$ cat config.mk
export PLATFORM = sky130hd
export DESIGN_NAME = multicycle_adder
export DESIGN_NICKNAME = d
export VERILOG_FILES = /design/src/rtl/multicycle_adder_pkg.sv /design/src/rtl/multicycle_adder_digit.sv /design/src/rtl/multicycle_adder.sv
export SDC_FILE = /design/constraint.sdc
export NUM_CORES = 1
export LEC_CHECK = 0
export BUFFER_PORTS_ARGS = -buffer_cell sky130_fd_sc_hd__buf_4
export CAP_MARGIN = 20
export CORE_MARGIN = 2
export CORE_UTILIZATION = 45
export DETAILED_ROUTE_END_ITERATION = 16
export PLACE_DENSITY_LB_ADDON = 0.25
export SLEW_MARGIN = 25
export SYNTH_ARGS = -nofsm -noshare
export SYNTH_HDL_FRONTEND = slang
export SYNTH_SLANG_ARGS = --single-unit
$ cat constraint.sdc
create_clock -name clk -period 5.7 [get_ports clk]
set_clock_uncertainty 0.1 [all_clocks]
set_input_delay 0.57 -clock clk [delete_from_list [all_inputs] [get_ports clk]]
set_output_delay 0.57 -clock clk [all_outputs]
set_load 0.01 [all_outputs]
$ cat src/rtl/multicycle_adder_pkg.sv
// multicycle_adder shared types and helpers.
// Digit count and counter sizing derived from WIDTH/DIGIT.
package multicycle_adder_pkg;

  typedef enum logic [1:0] {
    IDLE = 2'd0,
    RUN  = 2'd1,
    DONE = 2'd2
  } state_e;

  function automatic int digits(input int width, input int digit);
    return width / digit;
  endfunction

  function automatic int cnt_w(input int n);
    return (n > 1) ? $clog2(n) : 1;
  endfunction

endpackage

$ cat src/rtl/multicycle_adder_digit.sv
// digit_adder: combinational DIGIT-wide ripple of full adders.
// One instance forms the whole carry chain of the serial adder.
module digit_adder #(
  parameter int DIGIT = 4
) (
  input  logic [DIGIT-1:0] a,
  input  logic [DIGIT-1:0] b,
  input  logic             ci,
  output logic [DIGIT-1:0] s,
  output logic             co
);

  logic [DIGIT:0] c;

  assign c[0] = ci;

  for (genvar i = 0; i < DIGIT; i++) begin : g_fa
    assign s[i]   = a[i] ^ b[i] ^ c[i];
    assign c[i+1] = (a[i] & b[i]) | (c[i] & (a[i] ^ b[i]));
  end

  assign co = c[DIGIT];

endmodule

$ cat src/rtl/multicycle_adder.sv
// multicycle_adder: digit-serial add/subtract, LSB digit first.
// Start/busy/done handshake; results registered on entry to DONE.
module multicycle_adder
  import multicycle_adder_pkg::*;
#(
  parameter int WIDTH = 16,
  parameter int DIGIT = 4
) (
  input  logic             clk,
  input  logic             rst_n,
  input  logic             start,
  input  logic             sub,
  input  logic             Cin,
  input  logic [WIDTH-1:0] A,
  input  logic [WIDTH-1:0] B,
  output logic             busy,
  output logic             done,
  output logic [WIDTH-1:0] S,
  output logic             Cout,
  output logic             Ovf
);

  localparam int N  = digits(WIDTH, DIGIT);
  localparam int CW = cnt_w(N);
  localparam logic [CW-1:0] LAST = CW'(N - 1);

  if ((DIGIT < 1) || ((WIDTH % DIGIT) != 0)) begin : g_bad
    $error("multicycle_adder: WIDTH must be a multiple of DIGIT");
  end

  state_e          state_q, state_d;
  logic [CW-1:0]   cnt_q, cnt_d;
  logic [WIDTH-1:0] a_q, a_d;
  logic [WIDTH-1:0] b_q, b_d;
  logic            c_q, c_d;
  logic            am_q, am_d;
  logic            bm_q, bm_d;
  logic [WIDTH-1:0] s_q, s_d;
  logic            cout_q, cout_d;
  logic            ovf_q, ovf_d;

  logic [DIGIT-1:0] dsum;
  logic             dco;
  logic [WIDTH-1:0] a_nx;
  logic [WIDTH-1:0] b_nx;
  logic [WIDTH-1:0] bx;

  digit_adder #(.DIGIT(DIGIT)) u_dig (
    .a  (a_q[DIGIT-1:0]),
    .b  (b_q[DIGIT-1:0]),
    .ci (c_q),
    .s  (dsum),
    .co (dco)
  );

  // A register doubles as result register: sum digits enter at the MSB
  if (DIGIT == WIDTH) begin : g_one
    assign a_nx = dsum;
    assign b_nx = '0;
  end else begin : g_shift
    assign a_nx = {dsum, a_q[WIDTH-1:DIGIT]};
    assign b_nx = {{DIGIT{1'b0}}, b_q[WIDTH-1:DIGIT]};
  end

  always_comb begin
    state_d = state_q;
    cnt_d   = cnt_q;
    a_d     = a_q;
    b_d     = b_q;
    c_d     = c_q;
    am_d    = am_q;
    bm_d    = bm_q;
    s_d     = s_q;
    cout_d  = cout_q;
    ovf_d   = ovf_q;
    bx      = sub ? ~B : B;

    unique case (state_q)
      RUN: begin
        a_d   = a_nx;
        b_d   = b_nx;
        c_d   = dco;
        cnt_d = cnt_q + CW'(1);
        if (cnt_q == LAST) begin
          state_d = DONE;
          s_d     = a_nx;
          cout_d  = dco;
          ovf_d   = (am_q == bm_q) && (a_nx[WIDTH-1] != am_q);
        end
      end
      IDLE, DONE: state_d = start ? RUN : IDLE;
      default:    state_d = IDLE;
    endcase

    if (start && (state_q != RUN)) begin
      a_d   = A;
      b_d   = bx;
      c_d   = sub ^ Cin;
      cnt_d = '0;
      am_d  = A[WIDTH-1];
      bm_d  = bx[WIDTH-1];
    end
  end

  always_ff @(posedge clk or negedge rst_n) begin
    if (!rst_n) begin
      state_q <= IDLE;
      cnt_q   <= '0;
      a_q     <= '0;
      b_q     <= '0;
      c_q     <= 1'b0;
      am_q    <= 1'b0;
      bm_q    <= 1'b0;
      s_q     <= '0;
      cout_q  <= 1'b0;
      ovf_q   <= 1'b0;
    end else begin
      state_q <= state_d;
      cnt_q   <= cnt_d;
      a_q     <= a_d;
      b_q     <= b_d;
      c_q     <= c_d;
      am_q    <= am_d;
      bm_q    <= bm_d;
      s_q     <= s_d;
      cout_q  <= cout_d;
      ovf_q   <= ovf_d;
    end
  end

  assign busy = (state_q == RUN);
  assign done = (state_q == DONE);
  assign S    = s_q;
  assign Cout = cout_q;
  assign Ovf  = ovf_q;

endmodule

==> metrics.md, run 1 <==
| Metric | Value |
|---|---|
| # IOs | 57 |
| Setup crit start kind | flip-flop |
| Combinational Power Share | around two fifths |
| First-pass GRT wire length | between 8 and 9 mm |
| Hold Path Class | in -> async |
| NetSw | 0.632 mW |
| Kind of critical path | reg -> reg |
| CTS root buf | clkbuf_8 |
| Most common cell after layout, fill and taps aside | buf_4 |
| Fmax | between 300 and 400 MHz |
| Number of synthesized register bits | 57 |
| Routed len/inst | ~14 µm |
| Internal | ~1.2 mW |
| Synth Net Count | between 200 and 300 |
| Max-Cap Viols | 0 |
| Pleak | 1.66 nW |
| Required time worst endpoint | 5.85 ns |
| Sequential share of the synthesized area | ~52% |
| Vias in the first global route | 1801 |
| Clock transition at path regs | 0.07 ns |
| Outcome | completed |
| Syn. warnings | 0 |
| Power Dens Cells | approximately 540 nW/µm² |
| H-tree depth | 3 |
| Largest net degree at the start of global routing | 65 |
| CTS buffer count | 9 |
| Post-CTS sizing | 0 |
| Final wirelength | just over 5 mm |
| Core box area | 5920 µm² |
| Placed Area | roughly 3200 µm² |
| Net count, final | approximately 330 |
| CTS tree | done |
| Total Power | 1.81 mW |
| Synth Instances | 237 |
| GRT Total Usage | between 15 and 20% |
| Area of the mapped netlist | about 2800 µm² |
| Num rows | 28 |
| Area growth syn-to-layout | 21.9% |
| Switching part of the total | between 30% and 40% |
| Final setup viols | 0 |
| CTS hold repair buffers | 0 |
| 1st-iter DRT viols | 66 |
| PortBufs | between 50 and 60 |
| Clock Power Share | just over 20% |
| CTS max path bufs | 2 |
| Ant diodes | 0 |
| Critical path endpoint category | flip-flop |
| DR vias | around 1800 |
| Die height | between 80 and 90 µm |
| Worst ir drop on vdd | 339 µV |
| Worst-path fanout max | 4 |
| Initial Utilization | 46.7% |
| Mean area per synthesized cell | between 10 and 15 µm² |
| Final slew viol count | 0 |
| Unrepaired setup endpoints after global routing | no |
| Synth cell types | 28 |
| GPL Wtd Cong | roughly 0.7 |
| Postcts setup bufs | 0 |
| Grt total ovfl | 0 |
| Hold Slack | between 0.15 and 0.2 ns |
| Post-DP HPWL | approximately 3.4 mm |
| Post-route cell area | 3370 µm² |
| Chip Width | 82.4 µm |
| Tcrit/Tclk final | a little under half |
| Sequential power share | 40.0% |
| Die Area | a little under 7000 µm² |
| Setup TNS | 0 ns |
| Critical path arrival | 2.84 ns |
| Layout cells sized above 1 | a little under a third |
| CTS sink cnt | between 50 and 60 |
| Slew HR | a little over half |
| Post-layout min period | about 2.7 ns |
| Most frequent cells in the layout | buf_4, dfrtp_1, nand2_1 |
| Drt first pass iters | 4 |
| Initial antenna violation count | 0 |
| Worst slew pin tran | ~0.71 ns |
| Antenna viol nets, final | 0 |
| DR vias/cell | between 4 and 5 |
| Worst-Skew Late Latency | roughly 0.33 ns |
| Final Hold Fails | 0 |
| # DRC | 0 |
==> power by group through the flow <==
stage | clock network, mW | logic [mW] | registers [mW]
floorplan | 0 | 0.506 | 0.732
detailed placement | 0 | 0.722 | 0.734
finish | 0.370 | 0.715 | 0.722
CTS | 0.378 | 0.726 | 0.727
global route | 0.400 | 0.813 | 0.751
global placement | 0 | 0.708 | 0.725
==> cells by family after synthesis <==
family | count (synthesis) | share of synthesized area [%]
flops | 57 | 51.6
compound gates | 46 | 9.73
simple gates | 45 | 6.88
mux | 41 | 17.3
buf+inv | 26 | 5.75
xor+xnor | 17 | 5.39
fa+ha+maj | 5 | 3.35
==> critical path: stages (launching register included) <==
cell and delay (ns):
dfrtp_1 0.38, inv_1 0.08, fa_1 0.18, inv_1 0.05, fa_1 0.37, fa_1 0.36
inv_1 0.08, fa_1 0.46, or3_1 0.39, a31oi_1 0.17
==> cell usage after synthesis <==
master	number	area [µm²]
buf_6	4	45.0
buf_2	4	20.0
or3_1	1	6.26
mux2_4	13	195
nor2b_1	3	18.8
buf_4	7	52.6
dfrtp_1	57	1430
clkbuf_1	1	3.75
a31oi_1	1	6.26
a211oi_2	4	50.1
nor2_1	5	18.8
nand3b_1	1	7.51
a211oi_1	2	15.0
nand3_1	2	10.0
o21ai_1	27	135
xor2_1	13	114
mux2i_1	26	260
o21ai_0	7	35.0
nand2b_2	1	8.76
inv_2	1	3.75
ha_1	1	12.5
inv_1	9	33.8
o22ai_1	2	12.5
mux2_2	2	22.5
xnor2_1	4	35.0
nand2_1	32	120
fa_1	4	80.1
a21oi_1	3	15.0
==> cell type report <==
type	count	area [µm²]
fillers	526	2550
flip-flops and latches	57	1430
multi-input cells	154	1180
repair buffers	58	435
clock buffers	11	141
well taps	75	93.8
clock inverters	5	55.1
inverters	10	37.5
==> final timing paths <==
check                       start    to  slack [ns]  cells past startpoint
max reg2reg                a_q[0]   Ovf        3.01                      9
min                         rst_n  S[0]        0.18                      1
max                        a_q[0]   Ovf        3.01                      9
min in group clk             Cout  Cout        0.39                      2
max in group asynchronous   rst_n  bm_q        4.83                      1
min reg2reg                  Cout  Cout        0.39                      2
==> registers in the layout (all words and copies together) (netlist names) <==
signal and cells:
c_q 1, Cout 1, bm_q 1, cnt_q 2
am_q 1, S 16, a_q 16, b_q 16
state_q 2, Ovf 1
==> metal layers <==
layer | GRT usage (%) | up-vias | routed length (µm)
met3 | 6.20 | 2 | 319
met4 | 6.50 | 0 | 8
met5 | 0 | - | 0
met1 | 21.8 | 856 | 2400
met2 | 26.0 | 50 | 2310
li1 | - | 905 | -
==> per-stage QoR <==
| stage | std cells | utilization, % | setup slack [ns] |
|---|---|---|---|
| floorplan | 237 | - | 3.15 |
| CTS | 370 | 56.9 | 3.00 |
| detailed placement | 354 | 53.6 | 2.99 |
| global placement | 354 | 53.6 | 3.08 |
| finish | 370 | 56.9 | 3.01 |
| global route | 370 | 56.9 | 2.83 |
Power figures use the tool's default switching activity.
==> run 2, diff against run 1 <==
==> constraint.sdc (replaced) <==
create_clock -name clk -period 2.4 [get_ports clk]
set_clock_uncertainty 0.1 [all_clocks]
set_input_delay 0.24 -clock clk [delete_from_list [all_inputs] [get_ports clk]]
set_output_delay 0.24 -clock clk [all_outputs]
set_load 0.01 [all_outputs]
==> metrics.md, run 2 (synthesized netlist as in run 1, its figures left out) <==
| Metric | Value |
|---|---|
| NetSw | between 1.5 and 2 mW |
| Die Area | between 6000 and 7000 µm² |
| CTS buffer count | 9 |
| Initial antenna violation count | 0 |
| Clock Power Share | slightly below 20% |
| # IOs | 57 |
| Placed cell count | 360 |
| PortBufs | 56 |
| Net count, final | 340 |
| Hold Crit Start | A[15] |
| Num rows | 28 |
| CTS root buf | clkbuf_8 |
| Most frequent cells in the layout | buf_4, dfrtp_1, nand2_1 |
| Fill count | roughly 500 |
| Unrepaired setup endpoints after global routing | yes |
| Worst-Skew Late Latency | between 0.3 and 0.4 ns |
| Worst ir drop on vdd | roughly 550 µV |
| First-pass GRT wire length | roughly 8.5 mm |
| GRT Total Usage | approximately 17% |
| Drt first pass iters | 4 |
| Worst-path fanout max | 2 |
| Routed len/inst | about 14 µm |
| Final wirelength | approximately 5.1 mm |
| Pleak | 1.69 nW |
| Critical path arrival | about 2.6 ns |
| DR vias/cell | a little under 5 |
| Antenna viol nets, final | 0 |
| Setup slack after layout | -0.0811 ns |
| Area growth syn-to-layout | 24.3% |
| Tcrit/Tclk final | 103% |
| Fin util | about three fifths |
| CP peak stage delay | ~0.41 ns |
| Critical path endpoint category | flip-flop |
| Critical R2R Launch | a_q[0] |
| DR vias | approximately 1900 |
| Clock transition at path regs | around 0.060 ns |
| Vias in the first global route | approximately 1800 |
| Grt total ovfl | 0 |
| Switching part of the total | 34.5% |
| Most common cell after layout, fill and taps aside | buf_4 |
| Max-Cap Viols | 0 |
| Required time worst endpoint | around 2.6 ns |
| Fmax | 403 MHz |
| Initial Utilization | a little under half |
| Kind of critical path | reg -> reg |
| Hold depth | 2 |
| Highest-delay cell along the critical path | fa_1 |
| Die height | between 80 and 90 µm |
| Ant diodes | 0 |
| Post-layout min period | 2.48 ns |
| Worst Hold End | am_q |
| Setup crit start kind | flip-flop |
| Final Hold Fails | 0 |
| 1st-iter DRT viols | about 110 |
| CP Cell Sequence | inv_2 > fa_1 > inv_1 > fa_2 > fa_2 > inv_2 > fa_1 > or3_1 > a31oi_2 |
| CTS max path bufs | 2 |
| Largest net degree at the start of global routing | between 50 and 60 |
| Worst r2r path cells | 9 |
| Sequential power share | roughly two fifths |
| Core box area | roughly 6000 µm² |
| Final setup viols | 1 |
| R2R Setup Slk | -0.08 ns |
| R2r endpoint | Ovf |
| Layout Cells excl Fill | ~380 |
| Worst slew pin tran | approximately 0.70 ns |
| CTS tree | done |
| Post-DP HPWL | between 3 and 4 mm |
| Chip Width | between 80 and 90 µm |
| Outcome | finished with violations |
| Layout cells sized above 1 | around 35% |
| Failing checks | negative setup slack |
| Post-Place Setup Slack | -0.179 ns |
| Slew HR | a little over half |
| Hold Path Class | in -> reg |
| Power Dens Cells | between 1000 and 1500 nW/µm² |
| # DRC | 0 |
| Combinational Power Share | 41.0% |
| Internal | 2.88 mW |
| Final slew viol count | 0 |
| H-tree depth | 3 |
| CTS sink cnt | 57 |
| GPL Wtd Cong | 0.726 |
run 2: cell count changes in the layout (fill, tap and decap cells not counted), sizes merged:
cell         delta
clkbuf          +2
clkinvlp        -2
buf             +7
dlygate4sd3     +1
run 2: through the flow:
stage	power, mW	hold WS, ns	TNS [ns]	area [µm²]
global route	4.80	0.0538	-0.200	3430
global placement	3.47	0.245	-0.0633	3220
finish	4.40	0.0549	-0.0811	3430
detailed placement	3.53	0.247	-0.179	3220
CTS	4.47	0.0419	-0.109	3430
floorplan	2.95	-0.156	0	2770
run 2: power by group through the flow:
stage,Clock (mW),Sequential [mW],Combinational (mW)
global route,0.944,1.80,2.05
detailed placement,0,1.75,1.79
finish,0.869,1.73,1.81
CTS,0.896,1.74,1.84
floorplan,0,1.74,1.21
global placement,0,1.72,1.74
run 2: repair_timing:
| action | CTS | global route |
|---|---|---|
| hold endpoints to repair | 57 | 0 |
| gates resized for setup | 3 | 1 |
| hold buffers | 1 | 0 |
| buffers inserted | 1 | 0 |
| pin swaps | 1 | 0 |
| endpoints found under the setup margin | 1 | 2 |
run 2: area by class of cell:
class	count	area, µm²	area share, %
repair buffers	66	498	14.5
inverters	10	37.5	1.09
clock buffers	13	149	4.34
flip-flops and latches	57	1430	41.5
multi-input cells	154	1190	34.6
well taps	75	93.8	2.73
clock inverters	3	40.0	1.17
run 2: critical path: cells and delay by family (launching register included):
kind	cells	cell delay, ns
adders and majority gates	4	1.24
DFF	1	0.39
and+or+nand+nor	1	0.33
buffers and inverters	3	0.17
AOI/OAI and AO/OA	1	0.16
run 2: worst max-delay path by stage:
| stage | slack (ns) | start | depth (start not counted) | end |
|---|---|---|---|---|
| floorplan | 0.005 | a_q[0] | 9 | Ovf |
| detailed placement | -0.18 | a_q[0] | 9 | Ovf |
| global route | -0.20 | b_q[0] | 9 | Ovf |
| finish | -0.08 | a_q[0] | 9 | Ovf |
| global placement | -0.06 | a_q[0] | 9 | Ovf |
| CTS | -0.11 | a_q[0] | 9 | Ovf |
run 2: layer usage:
layer / wire length (µm) / global-route usage [%] / vias up
li1: - / - / 923
met5: 0 / 0 / -
met2: 2330 / 26.0 / 56
met3: 333 / 3.91 / 10
met4: 112 / 10.0 / 0
met1: 2370 / 22.6 / 863
==> run 3, diff against run 2 <==
--- a/config.mk
+++ b/config.mk
@@ -10,6 +10,8 @@
 export CORE_MARGIN = 2
 export CORE_UTILIZATION = 45
 export DETAILED_ROUTE_END_ITERATION = 16
+export HOLD_SLACK_MARGIN = 0.08
+export MAX_ROUTING_LAYER = met4
 export PLACE_DENSITY_LB_ADDON = 0.25
 export SLEW_MARGIN = 25
 export SYNTH_ARGS = -nofsm -noshare
==> metrics.md, run 3 (synthesized netlist as in run 1, its figures left out) <==
| Metric | Value |
|---|---|
| Outcome | finished with violations |
| Failing checks | negative setup slack |
| Net count, final | 347 |
| Pleak | ~1.7 nW |
| CTS max path bufs | 2 |
| CP peak stage delay | between 0.4 and 0.5 ns |
| Setup TNS | -0.0839 ns |
| Power Dens Cells | 1260 nW/µm² |
| Initial antenna violation count | 0 |
| CTS buffer count | 9 |
| Worst Hold End | a_q[14] |
| CTS sink cnt | between 50 and 60 |
| Hold Slack | 0.0914 ns |
| Multi-input gate area | 1190 µm² |
| Post-layout min period | roughly 2.5 ns |
| Post-DP HPWL | approximately 3.5 mm |
| Final wirelength | slightly above 5 mm |
| CP Cell Sequence | inv_2 > fa_1 > inv_1 > fa_2 > fa_2 > inv_2 > fa_1 > or3_1 > a31oi_2 |
| Area growth syn-to-layout | 26.8% |
| Chip Width | slightly above 80 µm |
| Antenna viol nets, final | 0 |
| Initial Utilization | 46.7% |
| R2R Setup Slk | -0.08 ns |
| Routed len/inst | 13.3 µm |
| Critical R2R Launch | a_q[0] |
| Ant diodes | 0 |
| Num rows | 28 |
| 1st-iter DRT viols | around 120 |
| Grt total ovfl | 0 |
| Crit path buf inv count | 3 |
| Setup slack after layout | -0.0839 ns |
| Hold Crit Start | A[14] |
| Drt first pass iters | 4 |
| CP delay by family, top | adder cells |
| Final slew viol count | 0 |
| Die height | 82.4 µm |
| Largest net degree at the start of global routing | just under 60 |
| Final setup viols | 1 |
| DR vias/cell | about 4.9 |
| CTS root buf | clkbuf_8 |
| Most common cell after layout, fill and taps aside | buf_4 |
| Layout cells sized above 1 | about a third |
| Worst r2r path cells | 9 |
| First-pass GRT wire length | 8.58 mm |
| CTS tree | done |
| Worst-path fanout max | 2 |
| Fmax | just over 400 MHz |
| Tcrit/Tclk final | 103% |
| Hold depth | 3 |
| Worst slew pin tran | roughly 0.70 ns |
| R2r endpoint | Ovf |
| Die Area | ~6800 µm² |
| GPL Wtd Cong | approximately 0.73 |
| Critical path arrival | 2.63 ns |
| Unrepaired setup endpoints after global routing | yes |
| DR vias | 1874 |
| Slew HR | about 53% |
| Worst ir drop on vdd | between 500 and 600 µV |
| Vias in the first global route | about 1800 |
| Clock transition at path regs | about 0.06 ns |
| H-tree depth | 3 |
| # DRC | 0 |
| Fill count | roughly 500 |
| Total Power | roughly 4.4 mW |
| Worst-Skew Late Latency | roughly 0.33 ns |
| Final Hold Fails | 0 |
| Required time worst endpoint | roughly 2.6 ns |
| Highest-delay cell along the critical path | fa_1 |
| # IOs | 57 |
| PortBufs | 56 |
| Kind of critical path | reg -> reg |
| Max-Cap Viols | 0 |
| Core box area | 5920 µm² |
| Hold Path Class | in -> reg |
| Setup crit start kind | flip-flop |
| Storage element area | between 1000 and 1500 µm² |
| Most frequent cells in the layout | buf_4, dfrtp_1, nand2_1 |
| Critical path endpoint category | flip-flop |
| GRT Total Usage | between 10% and 20% |
-- run 3: cell count changes in the layout (fill, tap and decap cells not counted), sizes merged --
cell	before	now
dlygate4sd3	1	8
-- run 3: layout make-up --
type	instances	area share, %
Clock inverter	3	1.14
Clock buffer	13	4.25
Sequential cell	57	40.7
Tap cell	75	2.68
Timing Repair Buffer	73	16.2
Inverter	10	1.07
Multi-Input combinational cell	154	34.0
-- run 3: routing by layer --
metal  vias up  global-route usage, %  share of wire (%)
li1        936                      -                  -
met1       874                   22.9                 47
met2        52                   26.1                 45
met3        12                   3.59                5.6
met4         0                   10.0                2.4
met5         -                      -                  0
-- run 3: worst min-delay path: cells and delay by family --
kind / cells / cell delay, ns
AOI/OAI and AO/OA: 1 / 0.11
buffers and inverters: 1 / 0.08
muxes: 1 / 0.06
-- run 3: worst max path at each step --
stage,from,end,slack (ns),cells after the start
6_report,a_q[0],Ovf,-0.08,9
5_1_grt,a_q[0],Ovf,-0.20,9
4_1_cts,a_q[0],Ovf,-0.11,9
3_5_place_dp,a_q[0],Ovf,-0.18,9
3_3_place_gp,a_q[0],Ovf,-0.06,9
2_1_floorplan,a_q[0],Ovf,0.005,9
-- run 3: report_power, final --
part | total, mW | switching [mW] | internal, mW
clock | 0.868 | 0.363 | 0.505
sequential | 1.73 | 0.296 | 1.43
combinational | 1.81 | 0.858 | 0.956
total | 4.41 | 1.52 | 2.89
-- run 3: repair_timing --
item	CTS	global route
endpoints found under the hold margin	64	0
pin swaps	1	0
resized for setup	3	1
hold buffers	8	0
endpoints found under the setup margin	1	2
setup buffers	1	0
-- run 3: through the flow --
step | utilization (%) | setup slack (ns) | area, µm² | instances
5_1_grt | 59.2 | -0.201 | 3500 | 385
2_1_floorplan | - | 0.00500 | 2770 | 237
3_5_place_dp | 54.4 | -0.179 | 3220 | 360
6_report | 59.2 | -0.0839 | 3500 | 385
4_1_cts | 59.2 | -0.109 | 3500 | 385
3_3_place_gp | 54.4 | -0.0633 | 3220 | 360
